`config.mk`:
```
export PLATFORM = sky130hd
export DESIGN_NAME = krnl_partialknn_local_sp_streamer
export DESIGN_NICKNAME = d
export VERILOG_FILES = /design/src/rtl/krnl_partialknn_local_sp_pkg.sv /design/src/rtl/krnl_partialknn_local_sp_rdbuf.sv /design/src/rtl/krnl_partialknn_local_sp_streamer.sv
export SDC_FILE = /design/constraint.sdc
export NUM_CORES = 1
export LEC_CHECK = 0
export ABC_AREA = 1
export ABC_CLOCK_PERIOD_IN_PS = 3200
export CAP_MARGIN = 20
export CORE_AREA = 2 2 418 420
export CTS_CLUSTER_SIZE = 20
export DETAILED_ROUTE_END_ITERATION = 8
export DIE_AREA = 0 0 420 422
export PLACE_DENSITY = 0.39
export REMOVE_ABC_BUFFERS = 1
export SKIP_CTS_REPAIR_TIMING = 1
export SYNTH_ARGS = -nofsm -noshare
export SYNTH_HDL_FRONTEND = slang
export SYNTH_SLANG_ARGS = --single-unit
```
`constraint.sdc`:
```
create_clock -name clk -period 3.2 [get_ports clk]
set_input_delay 0.32 -clock clk [delete_from_list [all_inputs] [get_ports clk]]
set_output_delay 0.32 -clock clk [all_outputs]
set_load 0.01 [all_outputs]
```
`src/rtl/krnl_partialknn_local_sp_pkg.sv`:
```
// Shared types and default sizing for the partial-kNN local single-port streamer.
package krnl_partialknn_local_sp_pkg;

  localparam int DEF_DATA_WIDTH   = 256;
  localparam int DEF_ADDR_WIDTH   = 11;
  localparam int DEF_DEPTH        = 2048;
  localparam int DEF_READ_LATENCY = 1;

  typedef enum logic [2:0] {
    ST_IDLE  = 3'd0,
    ST_LOAD  = 3'd1,
    ST_SCAN  = 3'd2,
    ST_DRAIN = 3'd3,
    ST_FIN   = 3'd4
  } state_e;

endpackage

```
`src/rtl/krnl_partialknn_local_sp_rdbuf.sv`:
```
// Read-return tracking and small output FIFO for the scan stream.
// Reads are tracked by a valid shift register of READ_LATENCY stages; the
// returning word is registered into a READ_LATENCY+1 deep FIFO.
module krnl_partialknn_local_sp_rdbuf
  import krnl_partialknn_local_sp_pkg::*;
#(
  parameter int DATA_WIDTH   = DEF_DATA_WIDTH,
  parameter int READ_LATENCY = DEF_READ_LATENCY
) (
  input  logic                  clk,
  input  logic                  i_rst_n,
  input  logic                  i_issue,
  input  logic [DATA_WIDTH-1:0] i_rd_data,
  input  logic                  i_out_ready,
  output logic                  o_can_issue,
  output logic                  o_idle,
  output logic [DATA_WIDTH-1:0] o_data,
  output logic                  o_valid
);

  localparam int BUF_DEPTH = READ_LATENCY + 1;
  localparam int PW        = (BUF_DEPTH > 1) ? $clog2(BUF_DEPTH) : 1;
  localparam int CW        = $clog2(BUF_DEPTH + 1);
  localparam logic [PW-1:0] LP_LAST  = PW'(BUF_DEPTH - 1);
  localparam logic [CW:0]   LP_LIMIT = (CW+1)'(BUF_DEPTH);

  logic [READ_LATENCY-1:0] r_vld;
  logic [DATA_WIDTH-1:0]   r_buf [BUF_DEPTH];
  logic [PW-1:0]           r_wp;
  logic [PW-1:0]           r_rp;
  logic [CW-1:0]           r_cnt;

  logic        w_push;
  logic        w_pop;
  logic [CW:0] w_inflight;
  logic [CW:0] w_used;

  function automatic logic [PW-1:0] f_next(input logic [PW-1:0] p);
    return (p == LP_LAST) ? '0 : p + PW'(1);
  endfunction

  assign w_push  = r_vld[READ_LATENCY-1];
  assign o_valid = (r_cnt != '0);
  assign w_pop   = o_valid && i_out_ready;
  assign o_data  = r_buf[r_rp];
  assign o_idle  = (r_cnt == '0) && (r_vld == '0);

  // Count reads still travelling through the memory pipeline.
  always_comb begin
    w_inflight = '0;
    for (int unsigned i = 0; i < READ_LATENCY; i++) begin
      w_inflight = w_inflight + (CW+1)'(r_vld[i]);
    end
  end

  // Occupancy is taken after this cycle's pop so that a steady
  // issue/pop stream never stalls; every in-flight word still has a slot.
  assign w_used      = {1'b0, r_cnt} + w_inflight - (CW+1)'(w_pop);
  assign o_can_issue = (w_used < LP_LIMIT);

  // Valid shift register, FIFO storage, pointers and occupancy.
  always_ff @(posedge clk or negedge i_rst_n) begin
    if (!i_rst_n) begin
      r_vld <= '0;
      r_wp  <= '0;
      r_rp  <= '0;
      r_cnt <= '0;
      for (int unsigned i = 0; i < BUF_DEPTH; i++) begin
        r_buf[i] <= '0;
      end
    end else begin
      r_vld[0] <= i_issue;
      for (int unsigned i = 1; i < READ_LATENCY; i++) begin
        r_vld[i] <= r_vld[i-1];
      end
      if (w_push) begin
        r_buf[r_wp] <= i_rd_data;
        r_wp        <= f_next(r_wp);
      end
      if (w_pop) begin
        r_rp <= f_next(r_rp);
      end
      r_cnt <= r_cnt + CW'(w_push) - CW'(w_pop);
    end
  end

endmodule

```
`src/rtl/krnl_partialknn_local_sp_streamer.sv`:
```
// Load-then-scan streamer over a single-port local buffer: a job writes
// len words from the input stream into the buffer, then reads them back
// in order onto the output stream, honouring output backpressure.
module krnl_partialknn_local_sp_streamer
  import krnl_partialknn_local_sp_pkg::*;
#(
  parameter int DATA_WIDTH   = DEF_DATA_WIDTH,
  parameter int ADDR_WIDTH   = DEF_ADDR_WIDTH,
  parameter int DEPTH        = DEF_DEPTH,
  parameter int READ_LATENCY = DEF_READ_LATENCY
) (
  input  logic                  clk,
  input  logic                  reset,
  input  logic                  start,
  input  logic [ADDR_WIDTH:0]   num_words,
  output logic                  busy,
  output logic                  done,
  input  logic [DATA_WIDTH-1:0] in_data,
  input  logic                  in_valid,
  output logic                  in_ready,
  output logic [DATA_WIDTH-1:0] out_data,
  output logic                  out_valid,
  input  logic                  out_ready,
  output logic [ADDR_WIDTH-1:0] mem_address0,
  output logic                  mem_ce0,
  output logic                  mem_we0,
  output logic [DATA_WIDTH-1:0] mem_d0,
  input  logic [DATA_WIDTH-1:0] mem_q0
);

  localparam logic [ADDR_WIDTH:0] LP_DEPTH = (ADDR_WIDTH+1)'(DEPTH);
  localparam logic [ADDR_WIDTH:0] LP_ONE   = (ADDR_WIDTH+1)'(1);

  state_e              r_state;
  logic [ADDR_WIDTH:0] r_len;
  logic [ADDR_WIDTH:0] r_wr_cnt;
  logic [ADDR_WIDTH:0] r_rd_cnt;

  logic [ADDR_WIDTH:0] w_len_clamp;
  logic [ADDR_WIDTH:0] w_wr_next;
  logic [ADDR_WIDTH:0] w_rd_next;
  logic                w_wr;
  logic                w_rd;
  logic                w_can_issue;
  logic                w_buf_idle;

  assign w_len_clamp = (num_words > LP_DEPTH) ? LP_DEPTH : num_words;
  assign w_wr_next   = r_wr_cnt + LP_ONE;
  assign w_rd_next   = r_rd_cnt + LP_ONE;

  assign busy     = (r_state != ST_IDLE);
  assign done     = (r_state == ST_FIN);
  assign in_ready = (r_state == ST_LOAD);
  assign w_wr     = in_ready && in_valid;
  assign w_rd     = (r_state == ST_SCAN) && w_can_issue;

  // Memory port mux: write beat, read issue, or quiet (address/data zero).
  always_comb begin
    mem_ce0      = w_wr || w_rd;
    mem_we0      = w_wr;
    mem_address0 = '0;
    mem_d0       = '0;
    if (w_wr) begin
      mem_address0 = r_wr_cnt[ADDR_WIDTH-1:0];
      mem_d0       = in_data;
    end else if (w_rd) begin
      mem_address0 = r_rd_cnt[ADDR_WIDTH-1:0];
    end
  end

  // Job sequencing and write/read counters.
  always_ff @(posedge clk or negedge reset) begin
    if (!reset) begin
      r_state  <= ST_IDLE;
      r_len    <= '0;
      r_wr_cnt <= '0;
      r_rd_cnt <= '0;
    end else begin
      case (r_state)
        ST_IDLE: begin
          if (start) begin
            r_len    <= w_len_clamp;
            r_wr_cnt <= '0;
            r_rd_cnt <= '0;
            r_state  <= (w_len_clamp == '0) ? ST_FIN : ST_LOAD;
          end
        end
        ST_LOAD: begin
          if (w_wr) begin
            if (w_wr_next == r_len) begin
              r_wr_cnt <= '0;
              r_state  <= ST_SCAN;
            end else begin
              r_wr_cnt <= w_wr_next;
            end
          end
        end
        ST_SCAN: begin
          if (w_rd) begin
            r_rd_cnt <= w_rd_next;
            if (w_rd_next == r_len) begin
              r_state <= ST_DRAIN;
            end
          end
        end
        ST_DRAIN: begin
          if (w_buf_idle) begin
            r_state <= ST_FIN;
          end
        end
        ST_FIN: begin
          r_state <= ST_IDLE;
        end
        default: begin
          r_state <= ST_IDLE;
        end
      endcase
    end
  end

  krnl_partialknn_local_sp_rdbuf #(
    .DATA_WIDTH   (DATA_WIDTH),
    .READ_LATENCY (READ_LATENCY)
  ) u_rdbuf (
    .clk         (clk),
    .i_rst_n     (reset),
    .i_issue     (w_rd),
    .i_rd_data   (mem_q0),
    .i_out_ready (out_ready),
    .o_can_issue (w_can_issue),
    .o_idle      (w_buf_idle),
    .o_data      (out_data),
    .o_valid     (out_valid)
  );

endmodule

```
==> flow_summary.toml <==
[run_status]
status = "complete, but fails checks"
violated_checks = "negative setup slack"

[floorplan]
dieArea_um2 = 177000
die-height_um = 422
chipWidth_um = 420
row_count = 153
placeable_core_area_um2 = 173000
floorplan.initialDensity = 0.155
io_pins = 1058

[timing]
grt_setup_unrepaired = "yes"
setup_ws_ns = -0.375
finalClockSkew_ns = 0.0470
fin_crit_ns = 3.57
max_slew.worst_pin.slew_ns = 0.699
fin_tns_setup_ns = -3.71
slew_headroom = 0.534
setup_viol_count_final = 12
timing_max_transition_violations_final = 0
timing.final.hold_violations = 0
post-route-period-util = 1.12
max_freq_ghz = 0.280

[hold_path]
min-delay-path-class = "primary input to asynchronous set/reset pin"

[setup_path]
endpoint_kind = "output port"
critical_path.most_common_cell = "inv_2"
crit_path_slowest_cell = "dfrtp_1"
crit_path_cell_trace = "or2_4, nand2_4, inv_2, ha_4, inv_2, ha_4, fa_2, nand2_2, inv_2, nor3_4, inv_2, nor2_4, buf_12, buf_12, nand2_4, o21ai_2, buf_2"
largest_driver_fanout_on_the_critical_path = 5
crit_path_start_kind = "flip-flop"
crit_required_ns = 2.88
cp.arrival_ns = 3.25
cpPeakStageDelay_ns = 0.38
criticalPathCategory = "flip-flop to output port"
crit_family = "simple AND/OR/NAND/NOR gates"
r2r_setup_slack_ns = 0.23
cp_num_buf_inv = 7

[pwr]
power.share.sequential = 0.295
share_comb_of_total_power = 0.505
power.share.switching = 0.409
cellLeakagePower_nw = 23.0
internal_power_mw = 24.9
p_clk_frac = 0.200
power_density_nw_per_um2 = 968
worst_ir_drop_vdd_mv = 0.459
power.total_mw = 42.2
power.net_switching_mw = 17.3

[clocking]
clock_latency_ns = 0.66
cts_tree = "done"
clock-root-buffer = "clkbuf_16"
cts-buffers-inserted = 75
cts.path.max_buffers = 3
clkSlewWorstSetupHoldPaths_ns = 0.06
h_tree_lvl_count = 3
tritoncts_num_sinks = 556

[route]
dr.pass1.iters = 8
drt_iter0_drc = 1632
route.detailed.drc = 0
wl_per_cell_um = 23.0
vias = 27348
route.detailed.vias_per_inst = 3.82
detail_route.wirelength_mm = 165
final_antenna_net_count = 0

[global_routing]
grt_overflow = 0
global_route.peak_usage_layer = "met2"
met3_usage = 0.0254
antenna_found_initial = 56
pin_count_of_the_biggest_net_entering_global_routing = 142
first_pass_grt_wire_length_mm = 221
grtUsageTotal = 0.179
grt_use_met2 = 0.357
grt.met1_usage = 0.177
first_global_vias = 27026

[job]
cap_viol_max_count = 0

[yosys]
yosysWarningCount = 0
yosysSeqAreaShare = 0.518
ys_ff_latch = 556
syn-cell-area_um2 = 26900
syn_avg_cell_area_um2 = 7.18
post_synth_num_cell_types = 28
synthesis.instances = 3745

[cells_and_area]
drive_above_1_share = 0.0539
final_net_count = 5307
area_growth_syn_to_layout_pct = 62.4
final_core_util = 0.252

[place]
globalplace.congestion = 0.887
place.detailed.hpwl_mm = 130
io_buffers = 1057
-- kinds of logic (layout without fill, tap and decap cells) --
| family | Yosys count | after routing | synth area share |
|---|---|---|---|
| compound gates | 556 | 556 | 0.104 |
| xor+xnor | 3 | 3 | 0.000978 |
| fa+ha+maj | 7 | 7 | 0.00354 |
| buf+inv | 788 | 1867 | 0.110 |
| flops | 556 | 556 | 0.518 |
| other cells | 0 | 16 | 0 |
| simple gates | 1835 | 1835 | 0.263 |
-- final timing paths --
kind                                   startpoint                  to  cells past startpoint
worst max-delay path             u_rdbuf.r_cnt[1]     mem_address0[9]                     17
max in group asynchronous                   reset  u_rdbuf.r_buf[195]                      4
worst max register to register   u_rdbuf.r_cnt[1]         r_rd_cnt[6]                     19
worst min-delay path                        reset         r_rd_cnt[1]                      2
min in group clk                      mem_q0[137]  u_rdbuf.r_buf[137]                      3
worst min register to register  u_rdbuf.r_buf[18]   u_rdbuf.r_buf[18]                      2
-- cell type report --
cell class	instances	area (um^2)
multi-input combinational	2401	10100
clock buffer	114	2170
timing repair buffer	1154	12000
tap	2325	2910
sequential	556	13900
inverter	583	2220
clock inverter	16	294
antenna	16	40.0
fill	19209	129000
-- synthesized netlist by cell type (all sizes together) --
master  number  area, um^2
nor2       297        1150
o21bai       1        7.51
inv        581        2180
nand4       10        62.6
o22ai        8        50.1
fa           1        20.0
nand2     1456        5490
nor3         3        15.0
xor2         2        17.5
ha           6        75.1
dfrtp      556       13900
o21ai      545        2730
nor4         2        12.5
xnor2        1        8.76
or2          4        25.0
nand3       61         305
a21oi        2        10.0
and2         2        12.5
clkbuf     190         713
buf         15        66.3
clkinv       2        7.51
-- cell usage in the layout, fill, tap and decap left out, drive strengths merged, types with 61 or more instances in the layout --
cell type,netlist,final
nand2,1456,1456
clkdlybuf4s50,0,959
inv,581,584
dfrtp,556,556
o21ai,545,545
nor2,297,297
clkbuf,190,117
buf,15,106
dlymetal6s2s,0,85
nand3,61,61
-- per-layer routing --
layer / up-vias / wire length (um) / share of wire
li1: 13301 / - / -
met1: 12989 / 56500 / 0.34
met4: 6 / 8600 / 0.052
met3: 236 / 6680 / 0.040
met2: 816 / 93200 / 0.56
met5: - / 43 / 0.00026
-- per-stage QoR --
stage | hold WS [ns] | instance area (um^2) | worst slack (ns) | cells
after floorplan | 0.0244 | 26100 | -7.41 | 3540
after global placement | 0.365 | 40600 | -0.467 | 7005
after detailed placement | 0.371 | 40600 | -0.511 | 7005
after CTS | -0.390 | 43100 | -1.20 | 7135
after global routing | 0.198 | 43600 | -0.589 | 7161
final | 0.199 | 43600 | -0.375 | 7165
-- state kept, by name (all words and copies together) (netlist names) --
name,cells
u_rdbuf.r_buf,512
r_len,12
r_rd_cnt,12
r_wr_cnt,12
r_state,3
u_rdbuf.r_cnt,2
u_rdbuf.r_rp,1
u_rdbuf.r_vld,1
u_rdbuf.r_wp,1
-- power groups by stage --
stage               Clock, mW  Sequential (mW)  Combinational [mW]
floorplan                   0             12.4                9.51
global placement            0             12.4                21.3
detailed placement          0             12.5                21.4
CTS                      8.80             12.4                21.5
global route             9.12             12.9                23.3
finish                   8.46             12.4                21.3
(Power assumes the default switching activity.)
